### config.mk
export PLATFORM = sky130hd
export DESIGN_NAME = writeback_arbiter_flat
export DESIGN_NICKNAME = d
export VERILOG_FILES = /design/src/rtl/writeback_arbiter_if.sv /design/src/rtl/writeback_arbiter.sv /design/src/flat_wrapper.sv
export SDC_FILE = /design/constraint.sdc
export NUM_CORES = 1
export LEC_CHECK = 0
export BUFFER_PORTS_ARGS = -buffer_cell sky130_fd_sc_hd__buf_2
export CAP_MARGIN = 15
export CORE_ASPECT_RATIO = 0.5
export CORE_MARGIN = 5
export CORE_UTILIZATION = 30
export CTS_CLUSTER_SIZE = 28
export DETAILED_ROUTE_END_ITERATION = 8
export RECOVER_POWER = 50
export SKIP_LAST_GASP = 1
export SYNTH_ARGS = -nofsm -noshare
export SYNTH_HDL_FRONTEND = slang
export SYNTH_SLANG_ARGS = --single-unit
### constraint.sdc
create_clock -name clock -period 3.1 [get_ports clock]
set_input_delay 0.465 -clock clock [delete_from_list [all_inputs] [get_ports clock]]
set_output_delay 0.465 -clock clock [all_outputs]
set_load 0.02 [all_outputs]
### src/rtl/writeback_arbiter_if.sv
// Write-back bus bundle: ALU result request, load-return request and the
// registered register-file write port.
interface writeback_arbiter_if #(
  parameter int DATA_WIDTH = 32,
  parameter int ADDR_WIDTH = 5
);
  localparam int NUM_REGS = 2**ADDR_WIDTH;

  logic                  alu_valid;
  logic                  alu_ready;
  logic [ADDR_WIDTH-1:0] alu_addr;
  logic [DATA_WIDTH-1:0] alu_data;

  logic                  mem_valid;
  logic                  mem_ready;
  logic [ADDR_WIDTH-1:0] mem_addr;
  logic [DATA_WIDTH-1:0] mem_data;

  logic [NUM_REGS-1:0]   wr_enable;
  logic [ADDR_WIDTH-1:0] wr_addr;
  logic [DATA_WIDTH-1:0] wr_data;
  logic [1:0]            fifo_count;

  modport master (
    output alu_valid, alu_addr, alu_data,
    output mem_valid, mem_addr, mem_data,
    input  alu_ready, mem_ready,
    input  wr_enable, wr_addr, wr_data, fifo_count
  );

  modport slave (
    input  alu_valid, alu_addr, alu_data,
    input  mem_valid, mem_addr, mem_data,
    output alu_ready, mem_ready,
    output wr_enable, wr_addr, wr_data, fifo_count
  );
endinterface

### src/rtl/writeback_arbiter.sv
// Write-back arbiter: merges ALU results and queued load returns into one
// registered register-file write per cycle with a one-hot enable.
module writeback_arbiter #(
  parameter int DATA_WIDTH   = 32,
  parameter int ADDR_WIDTH   = 5,
  parameter int STARVE_LIMIT = 4
) (
  input  logic               clock,
  input  logic               reset,
  writeback_arbiter_if.slave bus
);
  localparam int NUM_REGS = 2**ADDR_WIDTH;

  logic [1:0]            q_valid;
  logic [ADDR_WIDTH-1:0] q_addr [2];
  logic [DATA_WIDTH-1:0] q_data [2];
  logic [1:0]            n_valid;
  logic [ADDR_WIDTH-1:0] n_addr [2];
  logic [DATA_WIDTH-1:0] n_data [2];

  logic [3:0]            starve_cnt;
  logic [3:0]            starve_nxt;
  logic [1:0]            count;

  logic                  alu_ready_i;
  logic                  mem_ready_i;
  logic                  grant_alu;
  logic                  grant_mem;
  logic                  push;
  logic                  squash0;
  logic                  squash1;
  logic                  keep0;
  logic                  keep1;

  logic [ADDR_WIDTH-1:0] g_addr;
  logic [DATA_WIDTH-1:0] g_data;
  logic [NUM_REGS-1:0]   g_onehot;

  logic [NUM_REGS-1:0]   wr_enable_q;
  logic [ADDR_WIDTH-1:0] wr_addr_q;
  logic [DATA_WIDTH-1:0] wr_data_q;

  // Slot 0 is always the head; entries are kept compacted toward slot 0.
  assign count       = 2'(q_valid[0]) + 2'(q_valid[1]);
  assign mem_ready_i = (count < 2'd2);
  assign alu_ready_i = !(starve_cnt >= 4'(STARVE_LIMIT));

  assign grant_alu = bus.alu_valid & alu_ready_i;
  assign grant_mem = !grant_alu & q_valid[0];
  assign push      = bus.mem_valid & mem_ready_i;

  assign squash0 = grant_alu & q_valid[0] & (q_addr[0] == bus.alu_addr);
  assign squash1 = grant_alu & q_valid[1] & (q_addr[1] == bus.alu_addr);
  assign keep0   = q_valid[0] & !grant_mem & !squash0;
  assign keep1   = q_valid[1] & !squash1;

  // Survivors compact first, then the incoming load is appended behind them.
  always_comb begin
    n_valid = 2'b00;
    n_addr  = q_addr;
    n_data  = q_data;
    if (keep0) begin
      n_valid[0] = 1'b1;
      n_addr[0]  = q_addr[0];
      n_data[0]  = q_data[0];
    end
    if (keep1) begin
      if (keep0) begin
        n_valid[1] = 1'b1;
        n_addr[1]  = q_addr[1];
        n_data[1]  = q_data[1];
      end else begin
        n_valid[0] = 1'b1;
        n_addr[0]  = q_addr[1];
        n_data[0]  = q_data[1];
      end
    end
    if (push) begin
      if (n_valid[0]) begin
        n_valid[1] = 1'b1;
        n_addr[1]  = bus.mem_addr;
        n_data[1]  = bus.mem_data;
      end else begin
        n_valid[0] = 1'b1;
        n_addr[0]  = bus.mem_addr;
        n_data[0]  = bus.mem_data;
      end
    end
  end

  always_comb begin
    starve_nxt = starve_cnt;
    if (!q_valid[0] || grant_mem) begin
      starve_nxt = 4'd0;
    end else if (grant_alu && starve_cnt != 4'hF) begin
      starve_nxt = starve_cnt + 4'd1;
    end
  end

  always_comb begin
    g_addr = q_addr[0];
    g_data = q_data[0];
    if (grant_alu) begin
      g_addr = bus.alu_addr;
      g_data = bus.alu_data;
    end
  end

  // x0 is hardwired: a write to it is consumed but raises no enable.
  always_comb begin
    g_onehot = '0;
    if (g_addr != '0) begin
      g_onehot[g_addr] = 1'b1;
    end
  end

  always_ff @(posedge clock) begin
    if (reset) begin
      q_valid    <= 2'b00;
      q_addr[0]  <= '0;
      q_addr[1]  <= '0;
      q_data[0]  <= '0;
      q_data[1]  <= '0;
      starve_cnt <= 4'd0;
    end else begin
      q_valid    <= n_valid;
      q_addr     <= n_addr;
      q_data     <= n_data;
      starve_cnt <= starve_nxt;
    end
  end

  always_ff @(posedge clock) begin
    if (reset) begin
      wr_enable_q <= '0;
      wr_addr_q   <= '0;
      wr_data_q   <= '0;
    end else if (grant_alu || grant_mem) begin
      wr_enable_q <= g_onehot;
      wr_addr_q   <= g_addr;
      wr_data_q   <= g_data;
    end else begin
      wr_enable_q <= '0;
    end
  end

  assign bus.alu_ready  = alu_ready_i;
  assign bus.mem_ready  = mem_ready_i;
  assign bus.fifo_count = count;
  assign bus.wr_enable  = wr_enable_q;
  assign bus.wr_addr    = wr_addr_q;
  assign bus.wr_data    = wr_data_q;
endmodule

### src/flat_wrapper.sv
// flat-port wrapper written by rule: the top's interface ports become plain ports
module writeback_arbiter_flat 
#(
  parameter int DATA_WIDTH   = 32,
  parameter int ADDR_WIDTH   = 5,
  parameter int STARVE_LIMIT = 4
)
  (clock, reset, bus_alu_valid, bus_alu_addr, bus_alu_data, bus_mem_valid, bus_mem_addr, bus_mem_data, bus_alu_ready, bus_mem_ready, bus_wr_enable, bus_wr_addr, bus_wr_data, bus_fifo_count);
  writeback_arbiter_if #(.DATA_WIDTH(DATA_WIDTH), .ADDR_WIDTH(ADDR_WIDTH)) bus_i ();
  input  logic clock;
  input  logic reset;
  input wire logic [$bits(bus_i.alu_valid)-1:0] bus_alu_valid;
  input wire logic [$bits(bus_i.alu_addr)-1:0] bus_alu_addr;
  input wire logic [$bits(bus_i.alu_data)-1:0] bus_alu_data;
  input wire logic [$bits(bus_i.mem_valid)-1:0] bus_mem_valid;
  input wire logic [$bits(bus_i.mem_addr)-1:0] bus_mem_addr;
  input wire logic [$bits(bus_i.mem_data)-1:0] bus_mem_data;
  output wire logic [$bits(bus_i.alu_ready)-1:0] bus_alu_ready;
  output wire logic [$bits(bus_i.mem_ready)-1:0] bus_mem_ready;
  output wire logic [$bits(bus_i.wr_enable)-1:0] bus_wr_enable;
  output wire logic [$bits(bus_i.wr_addr)-1:0] bus_wr_addr;
  output wire logic [$bits(bus_i.wr_data)-1:0] bus_wr_data;
  output wire logic [$bits(bus_i.fifo_count)-1:0] bus_fifo_count;
  assign bus_i.alu_valid = bus_alu_valid;
  assign bus_i.alu_addr = bus_alu_addr;
  assign bus_i.alu_data = bus_alu_data;
  assign bus_i.mem_valid = bus_mem_valid;
  assign bus_i.mem_addr = bus_mem_addr;
  assign bus_i.mem_data = bus_mem_data;
  assign bus_alu_ready = bus_i.alu_ready;
  assign bus_mem_ready = bus_i.mem_ready;
  assign bus_wr_enable = bus_i.wr_enable;
  assign bus_wr_addr = bus_i.wr_addr;
  assign bus_wr_data = bus_i.wr_data;
  assign bus_fifo_count = bus_i.fifo_count;
  writeback_arbiter #(.DATA_WIDTH(DATA_WIDTH), .ADDR_WIDTH(ADDR_WIDTH), .STARVE_LIMIT(STARVE_LIMIT)) u_core (.clock(clock), .reset(reset), .bus(bus_i));
endmodule
==> reports/qor.csv, run 1 <==
metric,value,unit
setup_viol,0,
worstPathRequired,3.41,ns
drcViolationCount,0,
wl,17700,µm
ys_seq_area_share,47.6,%
place_area,0.00718,mm²
num_rows,37,
grt_antenna_before_repair,1,
drtIter0Drc,216,
fin_crit,2.57,ns
worst_pin_slew,1.48,ns
cts_inserted_buffers,17,
htree_levels,4,
ctsResizeCount,0,
clock_latency,0.43,ns
vdd_drop_max,0.000363,V
grt_max_degree,97,
vias_per_cell,5.00,
die_x,214,µm
synth_largest_area_cell,dfxtp_1,
dr.pass1.iters,5,
ios,151,
outcome,"complete, no violations",
synth_area_leaders,"dfxtp_1 48%, mux2i_1 6.2%, o31ai_2 6.0%, o221a_1 5.4%, o2111ai_1 5.0%",
coreArea,0.0206,mm²
avgSynthCellArea,10.2,µm²
cts_root_buf,clkbuf_16,
die_h,112,µm
diodes,0,
tritoncts,built,
hold_violations,0,
grt_pass1_wl,27700,µm
overflow,0,
power_density,602,mW/mm²
grt_pass1_vias,5019,
start_util,30.5,%
p_seq_share,44.9,%
crit_fanout,37,
netlist_instances,612,
timing.fmax,389,MHz
cp_data_arrival_time,2.88,ns
leakagePower,2.80,nW
cts_buffer_depth,2,
pwr-share-comb,11.1,%
fin_worst_skew,0.00948,ns
vias,5093,
synthTopCellsByCount,"149 x dfxtp_1, 72 x nor2_1, 40 x inv_1",
synth.top_cell.area_share,47.6,%
clkTransAtPathRegs,0.07,ns
area_growth,22.6,%
setup_tns,0,ns
hold_path_class,input port to flop,
yosys_register_bits,149,
ys.flop_type,dfxtp_1,
cts-hold-fix-buffers,0,
switching_share,27.5,%
drive_above_1_share,23.1,%
dieArea,0.0240,mm²
cts.sinks,149,
p_sw,0.00127,W
hpwl,12000,µm
ys_warn_count,0,
synth_edf_count,0,
endpoint_kind,flop,
gp_congestion,0.732,
finish.instance_area,0.00768,mm²
final_max_slew_viol_count,0,
start_kind,flop,
async_reset_ff_share,0,%
wl_per_cell,17.4,µm
post_cts_buffers,0,
synth_cell_types,42,
synthesis.area,0.00626,mm²
slew_headroom,1.56,%
antenna_left,0,
drv_cap,0,
path_class,flop to flop,
p_int,0.00335,W
port_buffers,150,
fin_crit_sh,83.0,%
nets,813,
yosysMostFrequentCell,dfxtp_1,
clkPwrFrac,44.0,%
gr-usage-all-layers,14.3,%
rsz0062_at_grt,no,
## layout by cell type (no fill, tap or decap), drive strengths merged, types with 2 or more instances in the layout
cell type  Yosys  routed
o21a           4       4
xnor2          3       3
a31oi         40      40
nand3b         2       2
o221a         37      37
nor3           7       7
o2111ai       36      36
mux2i         39      39
clkinvlp       0       4
nor2          72      72
o21ai          2       2
clkbuf        32      91
o31ai         36      36
conb           1       2
a21oi          5       5
inv           40      48
a211oi        36      36
o311a          2       2
buf           33      93
ha             2       2
dfxtp        149     149
nand2         11      11
xor2           7       7
nand3          3       3
nor3b          4       4
## logic make-up (layout without fill, tap and decap cells)
logic type	Yosys count	in the layout	synth area share (%)
other	1	2	0.0599
adder cells (fa/ha/maj)	2	2	0.399
buffers and inverters	105	238	7.83
multiplexers	40	40	6.41
AO/OA/AOI/OAI	200	200	28.6
XOR/XNOR	10	10	1.40
AND/OR/NAND/NOR	105	105	7.67
flip-flops	149	149	47.6
## worst paths after layout
kind | start | endpoint | slack (ns) | depth (start not counted)
worst min register to register | u_core.starve_cnt[0] | u_core.starve_cnt[0] | 0.44 | 1
worst min-delay path | bus_mem_addr[4] | u_core.q_addr[4] | 0.31 | 3
worst max register to register | u_core.q_addr[7] | u_core.q_data[44] | 0.53 | 5
worst max-delay path | u_core.q_addr[7] | u_core.q_data[44] | 0.53 | 5
## worst max-delay path, cell delays in order, from the launching register on
cell and delay (ns):
dfxtp_1 0.48, xnor2_1 0.16, nand3_1 0.18, o311ai_4 0.62, nand3b_4 0.55, o221a_2 0.46
## sequential cells by signal (all words and copies together), names as in the netlist
signal and count:
u_core.bus.wr_addr 5, u_core.bus.wr_data 32, u_core.bus.wr_enable 32, u_core.q_addr 10, u_core.q_data 64, u_core.q_valid 2, u_core.starve_cnt 4
## power by group through the flow
| stage | clock network, W | logic, W | registers (W) |
|---|---|---|---|
| after detailed placement | 0 | 0.000526 | 0.00212 |
| final | 0.00203 | 0.000512 | 0.00208 |
| after global routing | 0.00218 | 0.000561 | 0.00209 |
| after floorplan | 0 | 0.000304 | 0.00214 |
| after global placement | 0 | 0.000517 | 0.00212 |
| after CTS | 0.00209 | 0.000527 | 0.00207 |
## stage by stage
step	util (%)	std cells	setup WS, ns	hold slack (ns)	total power (W)
finish	37.4	1019	0.527	0.309	0.00462
global route	37.4	1019	0.367	0.291	0.00482
CTS	37.7	1018	0.459	0.288	0.00470
detailed placement	34.9	986	0.200	0.429	0.00264
global placement	34.9	986	0.232	0.416	0.00263
floorplan	-	613	1.17	0.406	0.00245
## per-layer routing
metal	global-route usage (%)	routed length (µm)	up-vias
li1	-	-	2547
met1	19.5	8740	2433
met2	22.7	8180	102
met3	3.61	666	9
met4	3.64	106	2
met5	0	20	-
## cell type report
| type | instances | area (µm²) |
|---|---|---|
| clock inverter | 14 | 140 |
| inverter | 40 | 150 |
| clock buffer | 18 | 439 |
| sequential | 149 | 2980 |
| fill | 2108 | 12900 |
| multi-input combinational | 359 | 2820 |
| tap | 273 | 342 |
| timing repair buffer | 166 | 805 |
Note: power is estimated with default switching activity, not from simulation.
==> run 2: changes to the inputs <==
ABC_AREA = 1   (was unset)
clock period = 2.3 ns   (was 3.1 ns; I/O delays follow)
==> run 2 against run 1 <==
Effect of this change:
- sequential share of layout area hardly changed
- critical path type unchanged
- critical path depth increased by 4
- final cell count increased by 26%
- hold slack worse by 0.13 ns
- combinational power rose by 42%
- wire length is 0.92% lower
==> reports/qor.csv, run 2 <==
metric,value,unit,change
outcome,"complete, no violations",,unchanged
fin_worst_skew,0.0107,ns,was 0.00948 ns
wl,17500,µm,was 17700 µm
ctsResizeCount,0,,unchanged
ios,151,,unchanged
timing.fmax,501,MHz,was 389 MHz
ys_seq_area_share,48.1,%,was 47.6%
tritoncts,built,,unchanged
grt_pass1_wl,28800,µm,was 27700 µm
synth_cell_types,27,,was 42
gr-usage-all-layers,14.9,%,was 14.3%
avgSynthCellArea,7.11,µm²,was 10.2 µm²
port_buffers,150,,unchanged
cp_data_arrival_time,2.32,ns,was 2.88 ns
clkPwrFrac,45.6,%,was 44.0%
num_rows,37,,unchanged
fin_crit_sh,86.8,%,was 83.0%
pwr-share-comb,11.3,%,was 11.1%
synth_area_leaders,"dfxtp_1 48%, nor2_1 13%, nand2_1 9.2%, nand3_1 5.9%, o21ai_1 4.3%",,"was dfxtp_1 48%, mux2i_1 6.2%, o31ai_2 6.0%, o221a_1 5.4%, o2111ai_1 5.0%"
endpoint_kind,flop,,unchanged
cp-startpoint,u_core.starve_cnt[2],,was u_core.q_addr[7]
drv_cap,0,,unchanged
setup_viol,0,,unchanged
clock_latency,0.42,ns,was 0.43 ns
vias_per_cell,4.50,,was 5.00
power_density,839,mW/mm²,was 602 mW/mm²
top_register,u_core.q_data,,unchanged
numPlacedInstances,1257,,was 986
worstPathRequired,2.62,ns,was 3.41 ns
die_x,213,µm,was 214 µm
coreArea,0.0204,mm²,was 0.0206 mm²
cts_root_buf,clkbuf_16,,unchanged
switching_share,26.0,%,was 27.5%
worstHoldStart,bus_mem_data[19],,was bus_mem_addr[4]
start_kind,flop,,unchanged
wl_per_cell,13.6,µm,was 17.4 µm
crit_top_cell,nor2_4,,
max_stage_delay,0.38,ns,was 0.62 ns
fin_crit,2.00,ns,was 2.57 ns
synth_edf_count,0,,unchanged
drtIter0Drc,351,,was 216
cts_buffer_depth,2,,unchanged
rsz0062_at_grt,no,,unchanged
worst_pin_slew,0.571,ns,was 1.48 ns
ys.flop_type,dfxtp_1,,unchanged
p_sw,0.00167,W,was 0.00127 W
antenna_left,0,,unchanged
p_seq_share,43.1,%,was 44.9%
die_h,112,µm,about the same
htree_levels,4,,unchanged
grt_max_degree,77,,was 97
grt_pass1_vias,5630,,was 5019
yosys_register_bits,149,,unchanged
dieArea,0.0238,mm²,was 0.0240 mm²
final_common_cell,nor2_1,,was dfxtp_1
drcViolationCount,0,,unchanged
worstReg2RegStart,u_core.starve_cnt[2],,was u_core.q_addr[7]
leakagePower,3.19,nW,was 2.80 nW
p_int,0.00476,W,was 0.00335 W
hold_violations,0,,unchanged
cts-hold-fix-buffers,0,,unchanged
dr.pass1.iters,5,,unchanged
drive_above_1_share,14.2,%,was 23.1%
post_cts_buffers,0,,unchanged
cts_inserted_buffers,17,,unchanged
crit_family,buffers and inverters,,was compound AO/OA/AOI/OAI gates
synthTopCellsByCount,"221 x nor2_1, 152 x nand2_1, 149 x dfxtp_1",,"was 149 x dfxtp_1, 72 x nor2_1, 40 x inv_1"
slew_headroom,62.0,%,was 1.56%
overflow,0,,unchanged
vias,5804,,was 5093
synthesis.area,0.00620,mm²,was 0.00626 mm²
crit_fanout,35,,was 37
area_growth,23.8,%,was 22.6%
hold_path_class,input port to flop,,unchanged
critPathBufInv,4,,was 0
yosysMostFrequentCell,nor2_1,,was dfxtp_1
start_util,30.4,%,was 30.5%
setup_tns,0,ns,unchanged
final_cell_mix,"220 x nor2_1, 152 x nand2_1, 149 x dfxtp_1",,"was 149 x dfxtp_1, 77 x buf_2, 73 x clkbuf_1"
synth.top_cell.area_share,48.1,%,was 47.6%
gp_congestion,0.837,,was 0.732
worst_hold_slack,0.180,ns,was 0.309 ns
largest_reg_flops,64,,unchanged
async_reset_ff_share,0,%,unchanged
cts.sinks,149,,unchanged
crit_chain,nor2_4 -> nand2_4 -> inv_4 -> buf_4 -> nor2_4 -> inv_1 -> clkbuf_2 -> nand3_2 -> nor3_1,,was xnor2_1 -> nand3_1 -> o311ai_4 -> nand3b_4 -> o221a_2
grt_antenna_before_repair,2,,was 1
nets,1083,,was 813
vdd_drop_max,0.000369,V,was 0.000363 V
final_max_slew_viol_count,0,,unchanged
p_total,0.00643,W,was 0.00462 W
ys_warn_count,0,,unchanged
clkTransAtPathRegs,0.06,ns,was 0.07 ns
synth_largest_area_cell,dfxtp_1,,unchanged
slowest_stage,buf_4,,was o311ai_4
layoutNonFillerInstCount,1289,,was 1019
hpwl,12300,µm,was 12000 µm
path_class,flop to flop,,unchanged
netlist_instances,872,,was 612
==> run 2: cell count changes after synthesis, sizes merged, moves of 37 or more <==
| cell | previous run | this run |
|---|---|---|
| mux2i | 39 | 0 |
| nand2 | 11 | 158 |
| nand3 | 3 | 75 |
| nor2 | 72 | 224 |
| o21ai | 2 | 85 |
| o221a | 37 | 0 |
==> run 2: final timing paths <==
check             slack [ns]  cells past startpoint                       end
setup reg to reg        0.30                      9  u_core.bus.wr_enable[21]
setup / recovery        0.30                      9  u_core.bus.wr_enable[21]
hold reg to reg         0.44                      1      u_core.starve_cnt[0]
hold / removal          0.18                      3         u_core.q_data[19]
==> run 2: tightest hold or removal path, cell delays in order <==
cell,delay [ns]
buf_2,0.09
o21ai_1,0.06
nor2_1,0.07
==> run 2: cells by family after synthesis <==
| group | after synthesis | share of synthesized area (%) |
|---|---|---|
| AND/OR/NAND/NOR | 476 | 31.7 |
| flip-flops | 149 | 48.1 |
| adder cells (fa/ha/maj) | 2 | 0.404 |
| buffers and inverters | 119 | 8.80 |
| other | 1 | 0.0605 |
| AO/OA/AOI/OAI | 125 | 10.9 |
==> run 2: area by class of cell <==
cell class,instances,area (µm²)
antenna,1,2.50
clock buffer,19,433
clock inverter,12,178
fill,2221,12700
inverter,65,249
multi-input combinational,605,2680
sequential,149,2980
tap,273,342
timing repair buffer,165,805
==> run 2: stage by stage <==
step / worst slack, ns / util (%) / area [µm²]
after floorplan: 0.663 / - / 6200
after global placement: 0.354 / 35.0 / 7150
after detailed placement: 0.312 / 35.0 / 7150
after CTS: 0.306 / 38.0 / 7760
after global routing: 0.0739 / 37.6 / 7670
final: 0.303 / 37.6 / 7670
==> run 2: per-layer routing <==
layer	routed length [µm]	GRT usage, %	vias up
li1	-	-	3056
met1	8240	18.8	2620
met2	8180	25.3	107
met3	854	4.08	19
met4	263	3.98	2
met5	7	0	-
==> run 2: power by group through the flow <==
stage | clock (W) | sequential (W) | combinational [W]
after CTS | 0.00302 | 0.00277 | 0.000752
after detailed placement | 0 | 0.00283 | 0.000749
after global placement | 0 | 0.00283 | 0.000738
after floorplan | 0 | 0.00287 | 0.000448
final | 0.00293 | 0.00277 | 0.000727
after global routing | 0.00313 | 0.00279 | 0.000831
==> run 3: changes to the inputs <==
ABC_AREA = 0   (was 1)
==> run 3 against run 2 <==
Effect of this change:
- global-route usage down 0.19 points
- sequential share of layout area decreased by 0.58 points
- sequential power is essentially flat
- via count fell by 11%
- wire length increased by 3.5%
- sequential cell count unchanged
- critical endpoint is now u_core.q_data[51]
- core utilization grew 0.32 points
- clock-buffer cell count rose by 3
- maximum frequency fell by 0.26%
- critical path type unchanged
- register-to-register slack is essentially flat
- setup slack got worse by 0.0051 ns
- largest cell class unchanged
- highest routed layer unchanged
==> reports/qor.csv, run 3 (same netlist as run 1, synthesis figures left out) <==
metric,value,unit,change
multiInputGateArea,0.00281,mm²,was 0.00268 mm²
tritoncts,built,,unchanged
final_max_slew_viol_count,0,,unchanged
grt_antenna_before_repair,1,,was 2
vias_per_cell,5.02,,was 4.50
p_int,0.00487,W,was 0.00476 W
diodes,0,,was 1
r2r_slack,0.30,ns,about the same
vdd_drop_max,0.000479,V,was 0.000369 V
gr-usage-met3,3.48,%,was 4.08%
drive_above_1_share,23.8,%,was 14.2%
die_x,214,µm,was 213 µm
layoutNonFillerInstCount,1029,,was 1289
drcViolationCount,0,,unchanged
holdPathEnd,u_core.q_addr[4],,was u_core.q_data[19]
grt_use_met2,23.5,%,was 25.3%
cts_root_buf,clkbuf_16,,unchanged
clkTransAtPathRegs,0.06,ns,about the same
grt_pass1_vias,5009,,was 5630
nets,824,,was 1083
hpwl,12300,µm,about the same
setup_tns,0,ns,unchanged
wl_per_cell,17.7,µm,was 13.6 µm
worst_slack,0.297,ns,was 0.303 ns
fin_crit,2.00,ns,about the same
pwr-share-comb,11.0,%,was 11.3%
r2r_end,u_core.q_data[51],,was u_core.bus.wr_enable[21]
path_class,flop to flop,,unchanged
gr-usage-all-layers,14.7,%,was 14.9%
ff2ff_path_depth,6,,was 9
drtIter0Drc,342,,was 351
met1_usage,19.7,%,was 18.8%
fin_worst_skew,0.00887,ns,was 0.0107 ns
p_total,0.00646,W,was 0.00643 W
grt_max_degree,116,,was 77
slew_headroom,41.8,%,was 62.0%
setup_viol,0,,unchanged
gp_congestion,0.746,,was 0.837
final_cell_mix,"148 x dfxtp_1, 77 x buf_2, 75 x clkbuf_1",,"was 220 x nor2_1, 152 x nand2_1, 149 x dfxtp_1"
cts_inserted_buffers,17,,unchanged
cts-hold-fix-buffers,0,,unchanged
dr.pass1.iters,4,,was 5
clkPwrFrac,45.7,%,was 45.6%
dieArea,0.0240,mm²,was 0.0238 mm²
overflow,0,,unchanged
ctsResizeCount,0,,unchanged
rsz0062_at_grt,no,,unchanged
htree_levels,4,,unchanged
num_rows,37,,unchanged
leakagePower,2.88,nW,was 3.19 nW
p_seq_share,43.2,%,was 43.1%
coreArea,0.0206,mm²,was 0.0204 mm²
fin_crit_sh,87.1,%,was 86.8%
die_h,112,µm,about the same
wl,18200,µm,was 17500 µm
largest_reg_flops,64,,unchanged
top_register,u_core.q_data,,unchanged
endpoint_kind,flop,,unchanged
drv_cap,0,,unchanged
start_kind,flop,,unchanged
grt.busiest_layer,met2,,unchanged
worst_hold_slack,0.202,ns,was 0.180 ns
final_common_cell,dfxtp_1,,was nor2_1
ios,151,,unchanged
start_util,30.5,%,was 30.4%
cts_buffer_depth,2,,unchanged
cp_data_arrival_time,2.30,ns,was 2.32 ns
p_sw,0.00159,W,was 0.00167 W
seq_area,0.00298,mm²,about the same
power_density,829,mW/mm²,was 839 mW/mm²
numPlacedInstances,998,,was 1257
grt_pass1_wl,28600,µm,was 28800 µm
port_buffers,150,,unchanged
worstReg2RegStart,u_core.q_addr[8],,was u_core.starve_cnt[2]
clock_latency,0.42,ns,about the same
hold_path_class,input port to flop,,unchanged
area_growth,24.4,%,was 23.8%
fillCellCount,2125,,was 2221
post_cts_buffers,0,,unchanged
outcome,"complete, no violations",,unchanged
worstHoldStart,bus_mem_addr[4],,was bus_mem_data[19]
worstPathRequired,2.60,ns,was 2.62 ns
timing.fmax,499,MHz,was 501 MHz
crit_fanout,30,,was 35
min_path_cells,3,,unchanged
hold_violations,0,,unchanged
place_ws,0.255,ns,was 0.312 ns
vias,5164,,was 5804
switching_share,24.6,%,was 26.0%
cts.sinks,149,,unchanged
antenna_left,0,,unchanged
worst_pin_slew,0.873,ns,was 0.571 ns
## run 3: changes by cell type in the layout (fill, tap and decap cells not counted), moves of 13 or more
cell / before / now
buf_4: 10 / 23
o31ai_2: 0 / 30
a211oi_1: 0 / 36
o221a_1: 0 / 30
o21ai_0: 30 / 2
o2111ai_1: 0 / 36
nor2_1: 220 / 72
inv_1: 56 / 40
nand2_1: 152 / 11
mux2i_1: 0 / 39
nand3_1: 73 / 3
o21ai_1: 53 / 0
## run 3: routing by layer
layer	part of all wire (%)	vias to the layer above
li1	-	2560
met1	48	2457
met2	46	126
met3	4.6	19
met4	1.7	2
met5	0.039	-
## run 3: critical path: stages (launching register included)
cell and delay [ns]:
dfxtp_1 0.47, xnor2_1 0.16, nand3_1 0.15, o311ai_4 0.37, buf_4 0.43, a31oi_1 0.15
o221a_1 0.15
## run 3: stage by stage
stage | utilization, % | area (µm²)
after floorplan | - | 6270
after global placement | 35.4 | 7280
after detailed placement | 35.4 | 7280
after CTS | 38.4 | 7900
after global routing | 37.9 | 7790
final | 37.9 | 7790
## run 3: area by class of cell
class,count,area share [%]
timing repair buffer,177,11.3
clock inverter,9,1.93
inverter,40,1.93
multi-input combinational,359,36.0
tap,273,4.38
clock buffer,22,6.09
sequential,149,38.3
## run 3: worst max-delay path by stage
stage / from / end / depth (start not counted)
5_1_grt: u_core.q_addr[7] / u_core.q_data[51] / 6
3_3_place_gp: bus_alu_addr[1] / u_core.q_data[20] / 7
6_report: u_core.q_addr[8] / u_core.q_data[51] / 6
4_1_cts: u_core.starve_cnt[2] / u_core.q_data[45] / 6
3_5_place_dp: bus_alu_valid / u_core.q_data[46] / 7
2_1_floorplan: bus_alu_addr[1] / u_core.q_addr[0] / 8
## run 3: power groups by stage
stage	Clock, W	Sequential, W	Combinational [W]
6_report	0.00295	0.00279	0.000714
2_1_floorplan	0	0.00289	0.000410
3_5_place_dp	0	0.00285	0.000735
3_3_place_gp	0	0.00285	0.000727
5_1_grt	0.00316	0.00281	0.000776
4_1_cts	0.00304	0.00279	0.000738
